==> config.mk <==
export PLATFORM = sky130hd
export DESIGN_NAME = wb_regfile
export DESIGN_NICKNAME = d
export VERILOG_FILES = /design/src/rtl/wb_regfile_pkg.sv /design/src/rtl/wb_select.sv /design/src/rtl/wb_regfile.sv
export SDC_FILE = /design/constraint.sdc
export NUM_CORES = 2
export LEC_CHECK = 0
export ABC_AREA = 1
export CAP_MARGIN = 20
export CORE_AREA = 2 2 391 393
export CTS_CLUSTER_DIAMETER = 60
export CTS_CLUSTER_SIZE = 20
export DETAILED_ROUTE_END_ITERATION = 8
export DIE_AREA = 0 0 393 395
export SLEW_MARGIN = 20
export SYNTH_ARGS = -nofsm -noshare
export SYNTH_HDL_FRONTEND = slang
export SYNTH_SLANG_ARGS = --single-unit
==> constraint.sdc <==
create_clock -name clk_i -period 2.9 [get_ports clk_i]
set_clock_uncertainty 0.15 [all_clocks]
set_input_delay 0.87 -clock clk_i [delete_from_list [all_inputs] [get_ports clk_i]]
set_output_delay 0.87 -clock clk_i [all_outputs]
set_load 0.005 [all_outputs]
==> src/rtl/wb_regfile_pkg.sv <==
// rtl/wb_regfile_pkg.sv - shared pipeline types for the write-back / register-file slice
// Contents: DATA_W, ADDR_W, REG_NUM, REG_ZERO, word_t, regidx_t
package wb_regfile_pkg;

    localparam int DATA_W   = 32;
    localparam int ADDR_W   = 5;
    localparam int REG_NUM  = 2 ** ADDR_W;
    localparam int REG_ZERO = 0;

    typedef logic [DATA_W-1:0] word_t;
    typedef logic [ADDR_W-1:0] regidx_t;

endpackage

==> src/rtl/wb_select.sv <==
// rtl/wb_select.sv - write-back word mux (ALU result vs. memory data)
// Ports:
//   mem_to_reg : 1 selects mem_data, 0 selects alu_data
//   alu_data   : ALU result from MEM/WB
//   mem_data   : memory read data from MEM/WB
//   wb_data    : selected write-back word
module wb_select
    import wb_regfile_pkg::*;
#(
    parameter int DATA_W = 32
) (
    input  logic              mem_to_reg,
    input  logic [DATA_W-1:0] alu_data,
    input  logic [DATA_W-1:0] mem_data,
    output logic [DATA_W-1:0] wb_data
);

    assign wb_data = mem_to_reg ? mem_data : alu_data;

endmodule

==> src/rtl/wb_regfile.sv <==
// rtl/wb_regfile.sv - MEM/WB write-back into a 2^ADDR_W x DATA_W register file with bypassed reads
// Ports:
//   clk_i, rst_i                  : clock, asynchronous active-low reset
//   RegWrite_i, MemtoReg_i        : MEM/WB write enable and write-back source select
//   mux0_i, mux1_i                : ALU result / memory data candidates
//   WriteBackPath_i               : destination register index
//   RSaddr_i/RSdata_o             : read port A
//   RTaddr_i/RTdata_o             : read port B
//   WBdata_o                      : selected write-back word (to forwarding unit)
//   WBcount_o                     : number of committed register writes (wraps)
module wb_regfile
    import wb_regfile_pkg::*;
#(
    parameter int DATA_W = 32,
    parameter int ADDR_W = 5
) (
    input  logic              clk_i,
    input  logic              rst_i,
    input  logic              RegWrite_i,
    input  logic              MemtoReg_i,
    input  logic [DATA_W-1:0] mux0_i,
    input  logic [DATA_W-1:0] mux1_i,
    input  logic [ADDR_W-1:0] WriteBackPath_i,
    input  logic [ADDR_W-1:0] RSaddr_i,
    input  logic [ADDR_W-1:0] RTaddr_i,
    output logic [DATA_W-1:0] RSdata_o,
    output logic [DATA_W-1:0] RTdata_o,
    output logic [DATA_W-1:0] WBdata_o,
    output logic [31:0]       WBcount_o
);

    localparam int NREG = 2 ** ADDR_W;
    localparam logic [ADDR_W-1:0] IDX_ZERO = ADDR_W'(REG_ZERO);

    // Register 0 has no storage; only indices 1..NREG-1 are real flops.
    logic [DATA_W-1:0] regs [1:NREG-1];
    logic [31:0]       wb_count;
    logic [DATA_W-1:0] wb_data;
    logic              we;

    wb_select #(
        .DATA_W (DATA_W)
    ) u_wb_select (
        .mem_to_reg (MemtoReg_i),
        .alu_data   (mux0_i),
        .mem_data   (mux1_i),
        .wb_data    (wb_data)
    );

    assign WBdata_o  = wb_data;
    assign WBcount_o = wb_count;
    assign we        = RegWrite_i && (WriteBackPath_i != IDX_ZERO);

    always_ff @(posedge clk_i or negedge rst_i) begin
        if (!rst_i) begin
            for (int i = 1; i < NREG; i++) begin
                regs[i] <= '0;
            end
            wb_count <= '0;
        end else if (we) begin
            regs[WriteBackPath_i] <= wb_data;
            wb_count              <= wb_count + 32'd1;
        end
    end

    // Write-first bypass; gated by rst_i so a write presented during reset
    // cannot leak onto the read ports while the array is held at zero.
    always_comb begin
        RSdata_o = '0;
        if (rst_i && (RSaddr_i != IDX_ZERO)) begin
            RSdata_o = (we && (RSaddr_i == WriteBackPath_i)) ? wb_data : regs[RSaddr_i];
        end
    end

    always_comb begin
        RTdata_o = '0;
        if (rst_i && (RTaddr_i != IDX_ZERO)) begin
            RTdata_o = (we && (RTaddr_i == WriteBackPath_i)) ? wb_data : regs[RTaddr_i];
        end
    end

endmodule

## Yosys cells after proc, flatten, opt, wreduce, memory -nomap -nowiden

Index checks and enable logic that the tools add are counted.
Widths: inputs -> output; s select.

- Register bits after elaboration: 1,024
- Input bits: 83
- Output and inout port bits: 128
- Word-level logic and storage cells: 65

- $add $sub $neg: 1
- Order comparisons: 4
- Equality and inequality tests: 2
- Mux-type cells: 14
- Bitwise logic cells: 3
- Reductions and logical operators: 9

Operator list:

| operator | count |
|---|---|
| $bwmux 992 | 1 |
| $bmux 32 s5 | 2 |
| $mux 32 | 10 |
| $demux 32 s5 | 1 |
| $add 32x1->32 const B | 1 |
| $ge 6x6->1 const B | 3 |
| $not 5->6 | 3 |
| $reduce_bool 5->1 | 3 |
| $eq 5x5->1 | 2 |
| $logic_and 1x1->1 | 6 |
| $lt 6x1->1 const B | 1 |

## Depth between registers and ports, before layout

- Depth in word-level cells: 6
- Mapped depth: 13
- Mapped depth without buffers: 10

## Modules after synthesis

From an unflattened synthesis, not the netlist that was laid out.

- Cells, all modules: 8,819
- Area, all modules: 59,684.7 um^2

Modules (own cells, without submodules):

| module | instances | cells an instance | area each (um^2) | seq. area each (um^2) |
|---|---|---|---|---|
| wb_regfile | 1 | 8,715 | 59,193.0 | 25,624.6 |
| wb_select | 1 | 104 | 491.7 | 0.0 |

## Worst setup path before layout

OpenSTA, ideal clock, no wires.

- Path kind: input to output
- From: input WriteBackPath_i[2]
- To: output RTdata_o[22]
- Arrival time: 2,081 ps
- Required time: 1,880 ps
- Setup slack: -201 ps
- Stages on the path: 12
- Buffers on the path: 3
- Cell sequence: buf_4 > nor3_4 > nand2_1 > nand2_2 > inv_1 > buf_2 > buf_2 > nand3_1 > nand2_1 > inv_1 > nand2_1 > inv_1

- Word-level cells in the longest chain between the ends: 5
- Elaborated cells on any way between the ends: 6
- Classes of those cells: eq/ne (1); mux (2); reduce/logical (3)

RTL lines:

| item | RTL line | source |
|---|---|---|
| from (decl) | wb_regfile.sv:23 | `input logic [ADDR_W-1:0] WriteBackPath_i,` |
| $reduce_bool 5->1 | wb_regfile.sv:52 | `assign we = RegWrite_i && (WriteBackPath_i != IDX_ZERO);` |
| $logic_and 1x1->1 | wb_regfile.sv:52 |  |
| $logic_and 1x1->1 (*) | wb_regfile.sv:78 | `RTdata_o = (we && (RTaddr_i == WriteBackPath_i)) ? wb_data : regs[RTaddr_i];` |
| $mux 32 (*) | wb_regfile.sv:78 |  |
| $mux 32 (*) | wb_regfile.sv:77 | `if (rst_i && (RTaddr_i != IDX_ZERO)) begin` |
| to (decl) | wb_regfile.sv:27 | `output logic [DATA_W-1:0] RTdata_o,` |

Mark *: on every way between the ends. The rest lies on a longest branch, timed or not.

## Worst setup path after layout

- From: input RSaddr_i[0]
- To: output RSdata_o[13]

- Word-level cells in the longest chain between the ends: 6
- Elaborated cells on any way between the ends: 10
- Classes of those cells: eq/ne (1); mux (5); bitwise (1); reduce/logical (3)

RTL lines:

| item | RTL line | source |
|---|---|---|
| from (decl) | wb_regfile.sv:24 | `input logic [ADDR_W-1:0] RSaddr_i,` |
| $not 5->6 (implied by the code) | wb_regfile.sv:71 | `RSdata_o = (we && (RSaddr_i == WriteBackPath_i)) ? wb_data : regs[RSaddr_i];` |
| $bmux 32 s5 | wb_regfile.sv:71 |  |
| $mux 32 (implied by the code) (2 in series) | wb_regfile.sv:71 |  |
| $mux 32 | wb_regfile.sv:71 |  |
| $mux 32 (*) | wb_regfile.sv:70 | `if (rst_i && (RSaddr_i != IDX_ZERO)) begin` |
| to (decl) | wb_regfile.sv:26 | `output logic [DATA_W-1:0] RSdata_o,` |

Mark *: on every way between the ends. The rest lies on a longest branch, timed or not. The select of a mux whose other input is x is not followed.

==> impl_metrics.yaml <==
outcome:
  status: "complete, but fails checks"
  violations: "setup timing"
timing:
  final_max_slew_viol_count: 0
  hold_ws_ns: 0.233
  max_slew_margin_pct: 31.1
  rsz0062_at_grt: "yes"
  hold_viol_final: 0
  tightest_slew_ns: 1.03
  finalCritPeriodShare_pct: 127
  report.final.setup_viol: 94
  fmax_mhz: 271
  fin_crit_ns: 3.69
  setup_ws_ns: -0.792
clock_network:
  cts_hold_buf: 0
  clock_latency_ns: 0.77
  root_buffer: "clkbuf_16"
  clkSinkCount: 1024
  cts_tree: "done"
  cts.reportedPaths.clkPinSlew_ns: 0.07
  clk_path_buf_depth: 3
  numCtsBuffers: 111
  htreeDepth: 3
finish:
  seq_area_mm2: 0.0256
  finalNetCount: 9752
  utilization_pct: 56.1
  area_delta_synth_final_pct: 41.5
  drive_above_1_share_pct: 23.3
  nFillCells: 13751
  fin_cells: 11794
  multi_input_area_mm2: 0.0314
critical_path:
  worst_ep_required_time_ns: 1.88
  crit_slowest_cell: "nor2_4"
  critPathArrivalTime_ns: 2.67
  crit_chain: "buf_16 > clkinv_8 > nor2_4 > buf_6 > buf_12 > buf_4 > nand2_1 > nand3_1 > nand3_1 > nand3_2 > buf_4 > nand3_1 > nand2_4 > inv_2 > buf_6"
  critPathMaxFanout: 6
  worstSetupPathType: "in2out"
  crit_top_cell: "nand3_1"
  cp-end-kind: "output pin"
  cp-start-kind: "primary input"
  worst_path_largest_cell_delay_ns: 0.22
die:
  core_area_mm2: 0.151
  ios: 211
  dieArea_mm2: 0.155
  die_h_um: 395
  rows: 143
  start_util_pct: 39.6
  die_x_um: 393
yosys:
  yosysMostFrequentCell: "nand2_1"
  synth_top_area_share_pct: 42.8
  ys_ff_latch: 1024
  synth_cell_types: 33
  synth_common_cells: "nand2_1, nand3_1, dfrtp_1, inv_1, o21ai_0"
  synth-main-ff-cell: "dfrtp_1"
  post-synth-top-area-cell: "dfrtp_1"
  synth_area_mm2: 0.0599
  ys_warn_count: 0
  synth_edf_count: 0
  synthArstFlopShare_pct: 100
  synth_cells: 8904
  yosysSeqAreaShare_pct: 42.8
  synthTopCellsByArea: "dfrtp_1, nand2_1, nand3_1"
  synth_nets: 8988
  syn_area_per_cell_um2: 6.73
routing:
  drt_iter0_drc: 10285
  drtPass1Iterations: 9
  antenna_left: 0
  avgRoutedWirePerCell_um: 27.1
  viasPerCell: 5.87
  drc_errors: 0
  vias: 69286
  wirelength_mm: 319
place:
  dpl.cell_count: 11288
  dp_hpwl_mm: 200
  gp_congestion: 0.974
  io_buffer_count: 210
global_routing:
  grt_max_degree: 147
  grt_pass1_wl_mm: 445
  grt_pass1_vias: 64024
  gr-total-overflow: 0
  grt_use_total_pct: 39.2
  antenna_found_initial: 7
pwr:
  power_switching_mw: 18.4
  combPwrFrac_pct: 30.6
  worst_ir_drop_vdd_v: 0.000494
  p_leak_nw: 40.6
  p_int_mw: 31.9
  power_frac_clock_pct: 31.0
  power_density_mw_per_mm2: 593
  swShare_pct: 36.6
  p_total_mw: 50.3
  power_frac_seq_pct: 38.4
run:
  drv_cap: 0
worst_hold_path:
  hp-class: "in2async"
final cells by class:
cell class              count  area share, %
multi-input cells        6173           37.0
repair buffers           1372           20.6
flip-flops and latches   1024           30.2
well taps                2030           2.99
clock inverters            88           1.23
clock buffers             119           3.38
inverters                 986           4.59
diodes                      2        0.00590
power by group through the flow:
stage	logic [mW]	clock network [mW]	registers, mW
2_1_floorplan	7.59	0	19.0
3_3_place_gp	12.8	0	19.3
3_5_place_dp	13.0	0	19.4
4_1_cts	14.4	15.7	19.2
5_1_grt	16.7	16.2	19.6
6_report	15.4	15.6	19.3
cells in the final DEF, fill, tap and decap left out, types with 61 or more instances in the layout:
cell | netlist | final
nand2_1 | 2763 | 2600
nand3_1 | 1590 | 1190
dfrtp_1 | 1024 | 1022
inv_1 | 975 | 920
o21ai_0 | 933 | 872
buf_4 | 4 | 543
nand3_2 | 0 | 372
a21oi_1 | 425 | 368
buf_12 | 0 | 309
nor2_1 | 271 | 265
buf_6 | 0 | 200
clkbuf_16 | 0 | 141
nand2_2 | 4 | 132
o211ai_1 | 64 | 64
buf_8 | 0 | 61
registers in the layout (all words and copies together), names as in the netlist:
| signal | count |
|---|---|
| regs | 992 |
| WBcount_o | 32 |
through the flow:
stage	setup TNS (ns)	setup slack, ns	instance area [µm²]
floorplan	-2.32	-0.0790	60900
global placement	-192.78	-1.35	71900
detailed placement	-223.61	-1.32	71900
CTS	-48.99	-0.770	82100
global route	-51.96	-0.806	84800
finish	-49.19	-0.792	84800
worst max-delay path, delay by kind of cell:
kind / cells / cell delay (ns)
buf+inv: 8 / 0.96
simple gates: 7 / 0.81
worst paths after layout:
kind / startpoint / endpoint / slack (ns) / cells after the start
min in group clk_i: regs[959] / regs[959] / 0.34 / 2
min: rst_i / regs[13] / 0.23 / 3
max in group asynchronous: rst_i / regs[350] / 0.59 / 5
max reg2reg: WBcount_o[0] / WBcount_o[20] / 0.90 / 6
max: RSaddr_i[0] / RSdata_o[13] / -0.79 / 15
min reg2reg: regs[959] / regs[959] / 0.34 / 2
per-layer routing:
metal / up-vias / share of wire (%) / routed length (µm) / GRT usage (%)
met2: 5044 / 41 / 130000 / 55.0
met1: 32925 / 37 / 117000 / 50.2
met4: 10 / 8.6 / 27500 / 28.4
met3: 1245 / 14 / 44300 / 12.9
li1: 30062 / - / - / -
met5: - / 0.022 / 71 / 0
repair_timing:
action,in CTS,in global routing
endpoints found under the setup margin,98,95
gates resized for setup,1237,530
gates cloned,53,32
buffers inserted,220,64
pin swaps,223,263
cells by family (layout without fill, tap and decap cells):
family                   Yosys count  after routing  synth area share [%]
flip-flops                      1024           1024                  42.8
AO/OA/AOI/OAI                   1448           1448                  12.4
other                              0              2                     0
AND/OR/NAND/NOR                 4686           4686                  33.1
buffers and inverters           1707           2565                  11.2
XOR/XNOR                          38             38                 0.555
adder cells (fa/ha/maj)            1              1                0.0209
Note: power is estimated with default switching activity, not from simulation.
